===== src/rtl/game_life_pkg.sv =====
// Shared types for the Game of Life board datapath: board geometry,
// requester identities and the read-return tag carried alongside RAM commands.
package game_life_pkg;

  localparam int BOARD_ADDR_W = 12;

  typedef enum logic [1:0] {
    REQ_NONE = 2'd0,
    REQ_DISP = 2'd1,
    REQ_ENG  = 2'd2,
    REQ_WR   = 2'd3
  } req_id_t;

  typedef enum logic [1:0] {
    TAG_NONE = 2'd0,
    TAG_DISP = 2'd1,
    TAG_ENG  = 2'd2
  } ret_tag_t;

  typedef enum logic {
    RR_ENG = 1'b0,
    RR_WR  = 1'b1
  } rr_ptr_t;

  // Only reads produce a return; writes and idle slots travel as TAG_NONE.
  function automatic ret_tag_t tag_of(input req_id_t id);
    ret_tag_t tag;
    tag = TAG_NONE;
    case (id)
      REQ_DISP: tag = TAG_DISP;
      REQ_ENG:  tag = TAG_ENG;
      default:  tag = TAG_NONE;
    endcase
    return tag;
  endfunction

endpackage


===== src/rtl/ret_tag_pipe.sv =====
// DEPTH-stage shift register for read-return tags with synchronous clear,
// used to line a tag up with data coming back from a fixed-latency memory.
module ret_tag_pipe
  import game_life_pkg::*;
#(
  parameter int DEPTH = 1
) (
  input  logic     clk,
  input  logic     rst_n,
  input  ret_tag_t tag_in,
  output ret_tag_t tag_out
);

  ret_tag_t stage [DEPTH];

  always_ff @(posedge clk) begin
    if (!rst_n) begin
      for (int i = 0; i < DEPTH; i++) begin
        stage[i] <= TAG_NONE;
      end
    end else begin
      stage[0] <= tag_in;
      for (int i = 1; i < DEPTH; i++) begin
        stage[i] <= stage[i-1];
      end
    end
  end

  assign tag_out = stage[DEPTH-1];

endmodule


===== src/rtl/board_port_arbiter.sv =====
// Shares the single-port board RAM between display scan, update engine and writer:
// display first, engine/writer round-robin, registered command, tagged read returns.
module board_port_arbiter
  import game_life_pkg::*;
#(
  parameter int ADDR_W     = BOARD_ADDR_W,
  parameter int RD_LAT     = 1,
  parameter int STARVE_MAX = 1023
) (
  input  logic              clk,
  input  logic              rst_n,
  input  logic              disp_req,
  input  logic [ADDR_W-1:0] disp_addr,
  output logic              disp_rvalid,
  output logic              disp_rdata,
  input  logic              eng_req,
  input  logic [ADDR_W-1:0] eng_addr,
  output logic              eng_gnt,
  output logic              eng_rvalid,
  output logic              eng_rdata,
  input  logic              wr_req,
  input  logic [ADDR_W-1:0] wr_addr,
  input  logic              wr_data,
  output logic              wr_gnt,
  output logic              mem_en,
  output logic              mem_we,
  output logic [ADDR_W-1:0] mem_addr,
  output logic              mem_wdata,
  input  logic              mem_rdata,
  output logic              starve_err
);

  localparam int               CNT_W      = 10;
  localparam logic [CNT_W-1:0] STARVE_LIM = CNT_W'(STARVE_MAX);
  localparam logic [CNT_W-1:0] CNT_SAT    = '1;

  req_id_t          winner;
  rr_ptr_t          rr_ptr;
  rr_ptr_t          rr_next;
  ret_tag_t         cmd_tag;
  ret_tag_t         ret_tag;
  logic [CNT_W-1:0] eng_wait;
  logic [CNT_W-1:0] eng_wait_next;
  logic [CNT_W-1:0] wr_wait;
  logic [CNT_W-1:0] wr_wait_next;

  // The display is never stalled; a lone engine/writer request ignores the pointer.
  always_comb begin
    winner  = REQ_NONE;
    rr_next = rr_ptr;
    if (disp_req) begin
      winner = REQ_DISP;
    end else if (eng_req && wr_req) begin
      winner = (rr_ptr == RR_ENG) ? REQ_ENG : REQ_WR;
    end else if (eng_req) begin
      winner = REQ_ENG;
    end else if (wr_req) begin
      winner = REQ_WR;
    end

    if (winner == REQ_ENG) begin
      rr_next = RR_WR;
    end else if (winner == REQ_WR) begin
      rr_next = RR_ENG;
    end
  end

  always_ff @(posedge clk) begin
    if (!rst_n) begin
      rr_ptr <= RR_ENG;
    end else begin
      rr_ptr <= rr_next;
    end
  end

  assign eng_gnt = rst_n && (winner == REQ_ENG);
  assign wr_gnt  = rst_n && (winner == REQ_WR);

  // Address and write data hold through idle slots so the RAM bus stays quiet.
  always_ff @(posedge clk) begin
    if (!rst_n) begin
      mem_en    <= 1'b0;
      mem_we    <= 1'b0;
      mem_addr  <= '0;
      mem_wdata <= 1'b0;
      cmd_tag   <= TAG_NONE;
    end else begin
      mem_en  <= (winner != REQ_NONE);
      mem_we  <= (winner == REQ_WR);
      cmd_tag <= tag_of(winner);
      case (winner)
        REQ_DISP: mem_addr <= disp_addr;
        REQ_ENG:  mem_addr <= eng_addr;
        REQ_WR: begin
          mem_addr  <= wr_addr;
          mem_wdata <= wr_data;
        end
        default: ;
      endcase
    end
  end

  // cmd_tag already spends one cycle with the command, the pipe adds the RAM latency.
  ret_tag_pipe #(
    .DEPTH (RD_LAT)
  ) u_ret_tag_pipe (
    .clk     (clk),
    .rst_n   (rst_n),
    .tag_in  (cmd_tag),
    .tag_out (ret_tag)
  );

  assign disp_rvalid = rst_n && (ret_tag == TAG_DISP);
  assign eng_rvalid  = rst_n && (ret_tag == TAG_ENG);
  assign disp_rdata  = mem_rdata;
  assign eng_rdata   = mem_rdata;

  always_comb begin
    eng_wait_next = eng_wait;
    wr_wait_next  = wr_wait;
    if (eng_gnt) begin
      eng_wait_next = '0;
    end else if (eng_req && (eng_wait != CNT_SAT)) begin
      eng_wait_next = eng_wait + 10'd1;
    end
    if (wr_gnt) begin
      wr_wait_next = '0;
    end else if (wr_req && (wr_wait != CNT_SAT)) begin
      wr_wait_next = wr_wait + 10'd1;
    end
  end

  // starve_err is sticky until reset so software can see a past overrun.
  always_ff @(posedge clk) begin
    if (!rst_n) begin
      eng_wait   <= '0;
      wr_wait    <= '0;
      starve_err <= 1'b0;
    end else begin
      eng_wait <= eng_wait_next;
      wr_wait  <= wr_wait_next;
      if ((eng_wait_next >= STARVE_LIM) || (wr_wait_next >= STARVE_LIM)) begin
        starve_err <= 1'b1;
      end
    end
  end

endmodule

===== config.mk =====
export PLATFORM = sky130hd
export DESIGN_NAME = board_port_arbiter
export DESIGN_NICKNAME = d
export VERILOG_FILES = /design/src/rtl/game_life_pkg.sv /design/src/rtl/ret_tag_pipe.sv /design/src/rtl/board_port_arbiter.sv
export SDC_FILE = /design/constraint.sdc
export NUM_CORES = 1
export LEC_CHECK = 0
export ABC_AREA = 1
export CAP_MARGIN = 15
export CORE_ASPECT_RATIO = 1.1
export CORE_MARGIN = 1.5
export CORE_UTILIZATION = 48
export DETAILED_ROUTE_END_ITERATION = 16
export GPL_TIMING_DRIVEN = 0
export HOLD_SLACK_MARGIN = 0.02
export PLACE_DENSITY = 0.8
export REMOVE_ABC_BUFFERS = 1
export SLEW_MARGIN = 20
export SYNTH_ARGS = -nofsm -noshare
export SYNTH_HDL_FRONTEND = slang
export SYNTH_HIERARCHICAL = 1
export SYNTH_SLANG_ARGS = --single-unit

===== constraint.sdc =====
create_clock -name clk -period 2.25 [get_ports clk]
set_clock_uncertainty 0.1 [all_clocks]
set_input_delay 0.45 -clock clk [delete_from_list [all_inputs] [get_ports clk]]
set_output_delay 0.45 -clock clk [all_outputs]
set_load 0.1 [all_outputs]

; Yosys cells after proc, flatten, opt, wreduce, memory -nomap -nowiden
; Memory sizes are Yosys's and may differ from the RTL's.
; Index checks and enable logic that the tools add are counted.
[totals]
register_bits = 39
latchBits = 0
ram_bits = 2
romBits = 0
inputBits = 43
out_inout_bits = 22
word_cells = 50
n_memories = 1
[mem_list]
columns = memory, words, width, read_ports, rd_ports_with_merged_regs, write_ports, line
row1 = u_ret_tag_pipe.stage, 1, 2, 1, 0, 1, ret_tag_pipe.sv:14  ; ret_tag_t stage [DEPTH];
[op_classes]
addsub = 2
multipliers = 0
n_div = 0
magnitude_cmp = 2
eq_ne = 7
shifts = 0
muxes = 17
bitwise_logic = 0
reduce_logical = 12
[ops]
columns = operator, n
row1 = $mux W10, 4
row2 = $pmux W12 S3, 1
row3 = $add A10 B1 Y10 const B, 2
row4 = $ge A10 B10 Y1 const B, 2
row5 = $ne A10 B10 Y1 const B, 2
row6 = $mux W2, 5
row7 = $logic_and A1 B1 Y1, 7
row8 = $eq A2 B2 Y1 const B, 3
row9 = $mux W1, 6
row10 = $eq A2 B1 Y1 const B, 2
row11 = $pmux W2 S2, 1
row12 = $reduce_bool A2 Y1, 2
row13 = $reduce_bool A3 Y1, 1
row14 = $reduce_or A2 Y1, 1
row15 = $logic_or A1 B1 Y1, 1

; Logic depth before layout (Yosys ltp)
[logic_depth]
ltp_word = 9
mapped_depth = 13
mapped_depth_nobuf = 13

; Modules after synthesis
; The synthesis kept the hierarchy.
[by_module_without_submodules]
columns = module, instances, cells_per_inst, area_per_inst_um2, seq_area_each_um2
row1 = board_port_arbiter, 1, 359, 2239.6, 780.7
row2 = ret_tag_pipe, 1, 6, 55.1, 40.0

; Worst setup path after synthesis
; No wires, ideal clock.
[synth_timing]
path_kind = in2out
start = in rst_n
end = out disp_rvalid
arrival_ns = 2.272
required_time_ns = 1.700
setup_slack_ns = -0.572
cell_stages = 4
path_buffers = 2
cell_sequence = clkbuf_1 > clkbuf_1 > nand2_1 > nor2_1
[synth_via]
elab_chain_cells = 1
[synth_rtl]
columns = item, line
row1 = from (decl), board_port_arbiter.sv:11  ; input logic rst_n,
row2 = $logic_and A1 B1 Y1, board_port_arbiter.sv:113  ; assign disp_rvalid = rst_n && (ret_tag == TAG_DISP);
row3 = to (decl), board_port_arbiter.sv:14  ; output logic disp_rvalid,
; No other way between the ends.

; Worst setup path after layout
[layout_timing]
start = in disp_req
end = out eng_gnt
[layout_via]
elab_chain_cells = 3
[layout_rtl]
columns = item, line
row1 = from (decl), board_port_arbiter.sv:12  ; input logic disp_req,
row2 = $mux W2, board_port_arbiter.sv:51  ; if (disp_req) begin
row3 = $eq A2 B2 Y1, board_port_arbiter.sv:76  ; assign eng_gnt = rst_n && (winner == REQ_ENG);
row4 = $logic_and A1 B1 Y1, board_port_arbiter.sv:76
row5 = to (decl), board_port_arbiter.sv:18  ; output logic eng_gnt,
; No other way between the ends.

==> results.yml <==
synth:
  synth_area_leaders: "dfxtp_1 (36%), nand2_1 (17%), inv_1 (8.8%), nor2_1 (8.2%), nand3_1 (6.8%)"
  synthCells: 365
  yosys_warnings: 6
  netlist_area_sq_um: 2295
  synth_cell_types: 28
  postSynthAreaPerCell_sq_um: 6.287
  synth_top_area_frac: 0.3577
  yosys.area.top_type: "dfxtp_1"
  seq_area_frac_synth: 0.3577
  synth-seq-cells: 41
sta:
  max_slew_margin: 0.3457
  grt_setup_unrepaired: "true"
  period_minus_slack_ns: 2.217
  maxSlewViolCount: 0
  hold_viol: 0
  period_share: 0.9851
  setup_viol: 0
  fmax_mhz: 451.1
  tightest_slew_ns: 0.9854
clocking:
  cts_root_buf: "clkbuf_8"
  hold_buffers: 0
  clock_sinks: 41
  cts_tree: "done"
  clock_latency_ns: 0.29
  cts_buffers: 5
  clkTransAtPathRegs_ns: 0.07
  clk_path_buf_depth: 2
  h-tree-depth: 2
pwr:
  p_clk_frac: 0.330
  p_per_area_nw_per_um2: 624.9
  power_frac_comb: 0.245
  ir_worst_vdd_v: 0.0003736
  power.switching_w: 0.0006115
  internal_power_w: 0.001277
  switching_share: 0.3238
  p_total_w: 0.001888
  pwr-share-seq: 0.426
  p_leak_nw: 1.488
detailed_routing:
  vias: 2449
  remaining_drc_errors: 0
  wl_mm: 5.814
  wire_per_inst_um: 12.16
  dr.pass1.iters: 4
  antenna_left: 0
  viasPerCell: 5.123
  drtIter0Drc: 204
placement:
  dp_cells: 468
  dp.final_hpwl_mm: 4.298
  gp_congestion: 0.9017
  io_buffer_count: 61
  place_area_sq_um: 2902
floorplanning:
  start_util: 0.4967
  die_h_um: 75.52
  dieWidth_um: 68.93
  pin_count: 65
  rows: 26
  coreArea_sq_um: 4619
  dieArea_sq_um: 5205
global_routing:
  grt_pass1_vias: 2279
  antenna_found_initial: 0
  grt_use_total: 0.2422
  grt_max_degree: 24
  grt_pass1_wl_mm: 9.673
  grt-ovfl-total: 0
run:
  maxCapViolations: 0
worst_setup_path:
  critPathMaxStageDelay_ns: 0.35
  worstSetupEndpointType: "output pin"
  cp_slowest_cell: "clkdlybuf4s15_2"
  cp-start-kind: "input pin"
  r2r_end: "starve_err"
  reg2reg_depth: 12
  worst_ep_arrival_time_ns: 1.67
  critical_path_class: "input pin to output pin"
  critPathRequiredTime_ns: 1.70
  r2r_setup_slack_ns: 0.23
  cp_max_fo: 16
  crit_chain: "clkdlybuf4s15_2 -> nor2_2 -> nand2_1 -> clkinvlp_4 -> nand2_2 -> inv_1 -> buf_6"
  timing.rr.start: "wr_wait[0]"
cells_and_area:
  fin_area_sq_um: 3022
  fillers: 428
  final_cell_mix: "nand2_1 (106), inv_1 (53), nor2_1 (48)"
  stdcell_count: 478
  multi_input_area_sq_um: 1202
  layout-drive-gt1-share: 0.08057
  final_common_cell: "nand2_1"
  fin_util: 0.6541
  syn_to_final_growth_pct: 31.68
  seqCellArea_sq_um: 820.8
  layout.nets: 466
  antennaDiodeCount: 0
status:
  status: "finished clean"
hold_path:
  hold_path_end: "u_ret_tag_pipe/stage[0][0]"
  hold_path_depth: 2
  hold_start: "cmd_tag[0]"
  worstHoldPathType: "flip-flop to flip-flop"
[metrics by stage]
step	setup TNS [ns]	hold WS (ns)	setup slack [ns]
6_report	0	0.3183	0.03343
3_3_place_gp	-20.39	0.2903	-2.141
4_1_cts	0	0.3196	0.007691
5_1_grt	-0.05815	0.3531	-0.05815
3_5_place_dp	-22.28	0.3002	-2.185
2_1_floorplan	-0.4131	0.2856	-0.2716
[synth_stat cells (all sizes together)]
| master | count |
|---|---|
| a21oi | 14 |
| a31oi | 8 |
| buf | 5 |
| clkbuf | 9 |
| dfxtp | 41 |
| ha | 2 |
| inv | 56 |
| nand2 | 111 |
| nand3 | 33 |
| nand4 | 10 |
| nor2 | 52 |
| nor3 | 3 |
| o211ai | 5 |
| o21ai | 12 |
| o21bai | 1 |
| o31ai | 1 |
| xnor2 | 1 |
| xor2 | 1 |
[power groups by stage]
stage / registers (W) / logic [W] / clock network, W
floorplan: 0.000962 / 0.000156 / 0
global placement: 0.000819 / 0.000464 / 0
detailed placement: 0.000820 / 0.000470 / 0
CTS: 0.000803 / 0.000462 / 0.000638
global route: 0.000811 / 0.000498 / 0.000664
finish: 0.000804 / 0.000462 / 0.000622
[flip-flops by register name, indices dropped and copies added (netlist names)]
register,count
mem_addr,12
eng_wait,10
wr_wait,10
cmd_tag,2
u_ret_tag_pipe/stage,2
mem_en,1
mem_wdata,1
mem_we,1
rr_ptr,1
starve_err,1
[routing by layer]
layer  vias to the layer above  global-route usage  part of all wire
li1                       1263                   -                 -
met1                      1091              0.2991              0.43
met2                        91              0.4113              0.48
met3                         4             0.06204             0.079
met4                         0             0.07843            0.0077
met5                         -                   0                 0
[cell families (layout without fill, tap and decap cells)]
kind of cell	count (synthesis)	count (layout)	synth area share
AOI/OAI and AO/OA	41	41	0.1036
xor gates and xnor gates	2	2	0.007635
adders and majority gates	2	2	0.01090
buffers and inverters	70	127	0.1238
DFF	41	41	0.3577
and+or+nand+nor	209	209	0.3964
[critical path, delay by kind of cell]
family | cells | cell delay [ns]
buf+inv | 4 | 0.77
simple gates | 3 | 0.43
[what timing repair did]
item,CTS,global route
endpoints found under the setup margin,48,5
pin swaps,1,0
cloned,0,0
resized for setup,53,8
setup buffers,2,0
[how the worst max path moves through the flow]
| stage | start | to | slack, ns | cells after the start |
|---|---|---|---|---|
| finish | disp_req | eng_gnt | 0.03 | 7 |
| global route | disp_req | eng_gnt | -0.06 | 7 |
| CTS | wr_req | eng_gnt | 0.008 | 8 |
| detailed placement | eng_req | wr_gnt | -2.18 | 7 |
| global placement | eng_req | wr_gnt | -2.14 | 7 |
| floorplan | eng_req | wr_gnt | -0.27 | 5 |
[cell type report]
class	count	area share
Sequential cell	41	0.2716
Clock buffer	6	0.02733
Clock inverter	2	0.01242
Inverter	56	0.07081
Multi-Input combinational cell	254	0.3979
Tap cell	56	0.02319
Timing Repair Buffer	63	0.1967
Power figures use the tool's default switching activity.
